File: config.mk
export PLATFORM = sky130hd
export DESIGN_NAME = mac_issue_sequencer
export DESIGN_NICKNAME = d
export VERILOG_FILES = /design/src/rtl/mac_issue_sequencer.sv
export SDC_FILE = /design/constraint.sdc
export NUM_CORES = 1
export LEC_CHECK = 0
export CAP_MARGIN = 20
export CELL_PAD_IN_SITES_DETAIL_PLACEMENT = 0
export CELL_PAD_IN_SITES_GLOBAL_PLACEMENT = 2
export CORE_MARGIN = 3
export CORE_UTILIZATION = 37
export CTS_CLUSTER_DIAMETER = 30
export DETAILED_ROUTE_END_ITERATION = 10
export GPL_TIMING_DRIVEN = 1
export PLACE_DENSITY = 0.86
export SETUP_SLACK_MARGIN = 0.4
export SYNTH_ARGS = -nofsm -noshare
export SYNTH_HDL_FRONTEND = slang
export SYNTH_SLANG_ARGS = --single-unit
export TNS_END_PERCENT = 1
File: constraint.sdc
create_clock -name clk -period 2.52 [get_ports clk]
set_input_delay 0.378 -clock clk [delete_from_list [all_inputs] [get_ports clk]]
set_output_delay 0.378 -clock clk [all_outputs]
set_load 0.005 [all_outputs]
File: src/rtl/mac_issue_sequencer.sv
// Issue sequencer for one C = A x B multiply: walks (i, j, k) with k innermost,
// and carries the indices down a valid pipeline so they line up with product_reg.
module mac_issue_sequencer #(
   parameter int M          = 4,
   parameter int K          = 4,
   parameter int N          = 4,
   parameter int PIPE_DELAY = 2
) (
   input  logic                 clk,
   input  logic                 resetn,
   input  logic                 start,
   input  logic                 hold,
   output logic                 busy,
   output logic                 done,
   output logic                 rd_en_ab,
   output logic [$clog2(M)-1:0] row_addr_a,
   output logic [$clog2(K)-1:0] col_addr_a,
   output logic [$clog2(K)-1:0] row_addr_b,
   output logic [$clog2(N)-1:0] col_addr_b,
   output logic                 mult_done_reg,
   output logic [$clog2(M)-1:0] matrix_a_row_addr_counter_reg,
   output logic [$clog2(K)-1:0] matrix_a_col_addr_counter_reg,
   output logic [$clog2(K)-1:0] matrix_b_row_addr_counter_reg,
   output logic [$clog2(N)-1:0] matrix_b_col_addr_counter_reg
);

   localparam int IW = $clog2(M);
   localparam int KW = $clog2(K);
   localparam int JW = $clog2(N);

   typedef enum logic [1:0] {
      S_IDLE,
      S_RUN,
      S_DRAIN,
      S_DONE
   } state_t;

   state_t        state;
   logic [IW-1:0] i_cnt;
   logic [KW-1:0] k_cnt;
   logic [JW-1:0] j_cnt;

   logic                  pv [PIPE_DELAY];
   logic [IW-1:0]         pi [PIPE_DELAY];
   logic [KW-1:0]         pk [PIPE_DELAY];
   logic [JW-1:0]         pj [PIPE_DELAY];

   logic i_last;
   logic j_last;
   logic k_last;
   logic up_v;

   assign i_last = (i_cnt == IW'(M - 1));
   assign j_last = (j_cnt == JW'(N - 1));
   assign k_last = (k_cnt == KW'(K - 1));

   // Anything still ahead of the product register keeps DRAIN waiting.
   always_comb begin
      up_v = rd_en_ab;
      for (int n = 0; n < PIPE_DELAY - 1; n++) begin
         up_v = up_v | pv[n];
      end
   end

   always_ff @(posedge clk or negedge resetn) begin
      if (!resetn) begin
         state      <= S_IDLE;
         busy       <= 1'b0;
         done       <= 1'b0;
         rd_en_ab   <= 1'b0;
         row_addr_a <= '0;
         col_addr_a <= '0;
         row_addr_b <= '0;
         col_addr_b <= '0;
         i_cnt      <= '0;
         j_cnt      <= '0;
         k_cnt      <= '0;
      end else begin
         unique case (state)
            S_IDLE: begin
               rd_en_ab <= 1'b0;
               done     <= 1'b0;
               if (start) begin
                  state <= S_RUN;
                  busy  <= 1'b1;
                  i_cnt <= '0;
                  j_cnt <= '0;
                  k_cnt <= '0;
               end
            end
            S_RUN: begin
               rd_en_ab <= ~hold;
               if (!hold) begin
                  row_addr_a <= i_cnt;
                  col_addr_a <= k_cnt;
                  row_addr_b <= k_cnt;
                  col_addr_b <= j_cnt;
                  if (k_last) begin
                     k_cnt <= '0;
                     if (j_last) begin
                        j_cnt <= '0;
                        if (i_last) begin
                           state <= S_DRAIN;
                        end else begin
                           i_cnt <= i_cnt + 1'b1;
                        end
                     end else begin
                        j_cnt <= j_cnt + 1'b1;
                     end
                  end else begin
                     k_cnt <= k_cnt + 1'b1;
                  end
               end
            end
            S_DRAIN: begin
               rd_en_ab <= 1'b0;
               if (!up_v) begin
                  state <= S_DONE;
                  done  <= 1'b1;
               end
            end
            S_DONE: begin
               done  <= 1'b0;
               busy  <= 1'b0;
               state <= S_IDLE;
            end
            default: begin
               state <= S_IDLE;
            end
         endcase
      end
   end

   // Indices load only with a valid entry, so bubbles never disturb them.
   always_ff @(posedge clk or negedge resetn) begin
      if (!resetn) begin
         for (int n = 0; n < PIPE_DELAY; n++) begin
            pv[n] <= 1'b0;
            pi[n] <= '0;
            pk[n] <= '0;
            pj[n] <= '0;
         end
      end else begin
         pv[0] <= rd_en_ab;
         if (rd_en_ab) begin
            pi[0] <= row_addr_a;
            pk[0] <= col_addr_a;
            pj[0] <= col_addr_b;
         end
         for (int n = 1; n < PIPE_DELAY; n++) begin
            pv[n] <= pv[n-1];
            if (pv[n-1]) begin
               pi[n] <= pi[n-1];
               pk[n] <= pk[n-1];
               pj[n] <= pj[n-1];
            end
         end
      end
   end

   assign mult_done_reg                 = pv[PIPE_DELAY-1];
   assign matrix_a_row_addr_counter_reg = pi[PIPE_DELAY-1];
   assign matrix_a_col_addr_counter_reg = pk[PIPE_DELAY-1];
   assign matrix_b_row_addr_counter_reg = pk[PIPE_DELAY-1];
   assign matrix_b_col_addr_counter_reg = pj[PIPE_DELAY-1];

endmodule

==> results_tabular.tex <==
\begin{tabular}{lr}
\hline
Metric & Value \\
\hline
\multicolumn{2}{l}{\textbf{Outcome}} \\
\quad Status & completed \\
\multicolumn{2}{l}{\textbf{Timing}} \\
\quad Number of failing setup endpoints in the final timing report & 0 \\
\quad Worst rel slew slack & 0.695 \\
\quad Final number of hold-violating endpoints & 0 \\
\quad Fin crit share & 0.745 \\
\quad Setup TNS & 0 ns \\
\quad Worst hold margin & 0.500 ns \\
\quad Worst setup skew after layout & 0.00416 ns \\
\quad Slew Limit Fails & 0 \\
\quad Final worst path period need & 1.88 ns \\
\quad RSZ-0062 raised after global routing & false \\
\quad Fmax & 533 MHz \\
\quad Worst slew pin tran & 0.456 ns \\
\multicolumn{2}{l}{\textbf{GRT}} \\
\quad Overall global routing resource usage & 0.115 \\
\quad Largest net degree at the start of global routing & 32 \\
\quad Total grt overflow & 0 \\
\quad Antenna violations before repair & 0 \\
\quad Global-route wire length before repair & 4.44 mm \\
\quad Via count of the first global-routing pass & 898 \\
\multicolumn{2}{l}{\textbf{Worst setup path}} \\
\quad Classification of the worst setup path & reg -> reg \\
\quad Setup slack on the worst flop-to-flop path & 0.64 ns \\
\quad End of the worst register-to-register path & state[1]\$\_DFFE\_PN0P\_ \\
\quad Highest net fanout along the worst path & 12 \\
\quad Highest cell delay on the worst timing path & 0.42 ns \\
\quad FF-to-FF path depth & 6 \\
\quad Crit path max-delay family & flip-flops \\
\quad Worst R2R Start & state[1]\$\_DFFE\_PN0P\_ \\
\quad Slowest CP cell & dfrtp\_1 \\
\quad Number of buffer and inverter stages on the critical path & 1 \\
\quad Data required, critical path & 2.68 ns \\
\quad Worst endpoint data arrival time & 2.03 ns \\
\quad Kind of start point of the critical path & flip-flop \\
\quad Crit. End Element & flip-flop \\
\quad CP Cell Sequence & inv\_1 > ha\_1 > nand2b\_1 > nand3\_1 > a211o\_1 > mux2\_4 \\
\multicolumn{2}{l}{\textbf{Route}} \\
\quad WL per Instance & 13.1 um \\
\quad Number of vias in the routed layout & 941 \\
\quad Count of antenna-violating nets left after detailed routing & 0 \\
\quad DRT iter0 DRCs & 45 \\
\quad WL final & 2.63 mm \\
\quad Total iterations of the first detailed-routing run & 4 \\
\quad Vias per inst & 4.71 \\
\quad Total DRC errors in the routed layout & 0 \\
\multicolumn{2}{l}{\textbf{Place}} \\
\quad Post-detailed-placement half-perimeter wirelength & 1.96 mm \\
\quad Number of I/O port buffers & 23 \\
\quad Placer's final routability congestion estimate & 0.765 \\
\multicolumn{2}{l}{\textbf{Floorplan}} \\
\quad Boundary pin count & 24 \\
\quad FP Rows & 22 \\
\quad Die boundary height & 69.5 um \\
\quad Effective utilization at floorplan & 0.395 \\
\quad Die extent in x & 69.5 um \\
\quad Die ar. & 4830 um\^{}2 \\
\quad Core area & 3770 um\^{}2 \\
\multicolumn{2}{l}{\textbf{Cells and area}} \\
\quad Number of fill cells & 323 \\
\quad Final net count & 165 \\
\quad Register area & 776 um\^{}2 \\
\quad Area grow syn2layout & 21.3\% \\
\quad Top library cells by usage in the layout, fill and taps aside & 31 x nand2\_1, 31 x dfrtp\_1, 23 x clkdlybuf4s50\_1 \\
\quad Total area of multi-input combinational cells & 607 um\^{}2 \\
\quad Share of layout cells above drive strength 1 & 0.158 \\
\quad ANT cells & 0 \\
\multicolumn{2}{l}{\textbf{Logic synthesis}} \\
\quad Synthesized instance count & 133 \\
\quad Post-Syn Area & 1490 um\^{}2 \\
\quad Post-synth net total & 147 \\
\quad Number of warnings printed during yosys synthesis & 0 \\
\quad Leading register cell type out of synthesis & dfrtp\_1 \\
\quad Average cell area after synthesis & 11.2 um\^{}2 \\
\quad Top area cells in the synthesized netlist & dfrtp\_1 52\%, mux2\_2 11\%, ha\_1 8.4\%, nand2\_1 7.8\%, buf\_4 5.5\% \\
\quad Unique cell type count in the Yosys netlist & 25 \\
\quad Sequential area share after synthesis & 0.520 \\
\quad Leading area contributor after synthesis & dfrtp\_1 \\
\quad Number of enable-type register cells in the synthesized netlist & 0 \\
\quad Share of Yosys cell area claimed by the top area cell type & 0.520 \\
\quad Total of flip-flops plus latches after synthesis & 31 \\
\quad Fraction of synthesis flops using an asynchronous set or reset pin & 1.00 \\
\multicolumn{2}{l}{\textbf{Clock network}} \\
\quad Number of clock sinks seen by CTS & 31 \\
\quad TritonCTS Buffers & 5 \\
\quad Post-CTS Repair Setup Buffers & 0 \\
\quad Clock slew seen by the registers of the worst setup and hold paths & 0.07 ns \\
\quad Skew-Pair Late Insertion Delay & 0.27 ns \\
\quad Post-CTS Hold Fix Bufs & 0 \\
\quad CTS Root Buffer Type & clkbuf\_8 \\
\quad Clock buffer depth & 2 \\
\quad Number of gates resized after cts & 0 \\
\quad \# H-tree levels & 2 \\
\quad TritonCTS clock tree & built \\
\multicolumn{2}{l}{\textbf{Worst hold path}} \\
\quad Classification of the worst-slack hold path & in -> async \\
\multicolumn{2}{l}{\textbf{Power}} \\
\quad Lkg Pwr & 0.865 nW \\
\quad VDD IR-drop max & 0.494 mV \\
\quad Pwr dens & 1230 nW/um\^{}2 \\
\multicolumn{2}{l}{\textbf{Flow run}} \\
\quad Max-capacitance violation count & 0 \\
\hline
\end{tabular}
==> how the worst max path moves through the flow <==
| stage | startpoint | end | slack, ns | cells after the start |
|---|---|---|---|---|
| 6_report | state[1]$_DFFE_PN0P_ | state[1]$_DFFE_PN0P_ | 0.64 | 6 |
| 5_1_grt | state[1]$_DFFE_PN0P_ | state[1]$_DFFE_PN0P_ | 0.45 | 6 |
| 4_1_cts | state[1]$_DFFE_PN0P_ | state[1]$_DFFE_PN0P_ | 0.63 | 6 |
| 3_5_place_dp | start | state[1]$_DFFE_PN0P_ | 0.62 | 5 |
| 3_3_place_gp | start | state[1]$_DFFE_PN0P_ | 0.63 | 5 |
| 2_1_floorplan | state[1]$_DFFE_PN0P_ | state[1]$_DFFE_PN0P_ | 0.91 | 6 |
==> cells in the mapped netlist (all sizes together) (2+ instances only) <==
cell / number
dfrtp: 31
nand2: 31
mux2: 15
buf: 12
ha: 10
nand2b: 4
nor2: 4
inv: 3
nand3: 3
o21ai: 3
a21o: 2
nand3b: 2
nor2b: 2
o221ai: 2
==> power breakdown <==
group / total, W / switching, W / internal (W)
Combinational: 0.000868 / 0.000354 / 0.000515
Clock: 0.000494 / 0.000174 / 0.000319
Sequential: 0.000872 / 0.000176 / 0.000696
==> per-stage QoR <==
stage | area, um^2 | worst slack, ns | instances | utilization | power [W]
2_1_floorplan | 1490 | 0.914 | 133 | - | 0.00145
3_3_place_gp | 1690 | 0.634 | 192 | 0.449 | 0.00174
3_5_place_dp | 1690 | 0.616 | 192 | 0.449 | 0.00177
4_1_cts | 1810 | 0.626 | 200 | 0.480 | 0.00228
5_1_grt | 1810 | 0.453 | 200 | 0.480 | 0.00240
6_report | 1810 | 0.643 | 200 | 0.480 | 0.00223
==> area by class of cell <==
cell class | count | area share
Clock inverter | 2 | 0.0194
Sequential cell | 31 | 0.429
Tap cell | 48 | 0.0332
Clock buffer | 6 | 0.0456
Multi-Input combinational cell | 86 | 0.335
Timing Repair Buffer | 24 | 0.131
Inverter | 3 | 0.00622
==> metal layers <==
layer | share of wire | up-vias | wire, um | track usage
li1 | - | 471 | - | -
met2 | 0.50 | 19 | 1300 | 0.180
met3 | 0.038 | 2 | 100 | 0.0319
met4 | 0.0030 | 0 | 8 | 0.0456
met5 | 0 | - | 0 | 0
met1 | 0.46 | 449 | 1220 | 0.149
==> worst reg2reg max path: stages (launching register included) <==
cell      delay (ns)
dfrtp_1         0.42
inv_1           0.12
ha_1            0.34
nand2b_1        0.15
nand3_1         0.13
a211o_1         0.30
mux2_4          0.31
==> kinds of logic after synthesis <==
kind of cell / after synthesis / synth area share
simple gates: 48 / 0.143
flops: 31 / 0.520
buf+inv: 16 / 0.0730
mux: 16 / 0.122
compound gates: 12 / 0.0570
fa+ha+maj: 10 / 0.0839
Note: power is estimated with default switching activity, not from simulation.
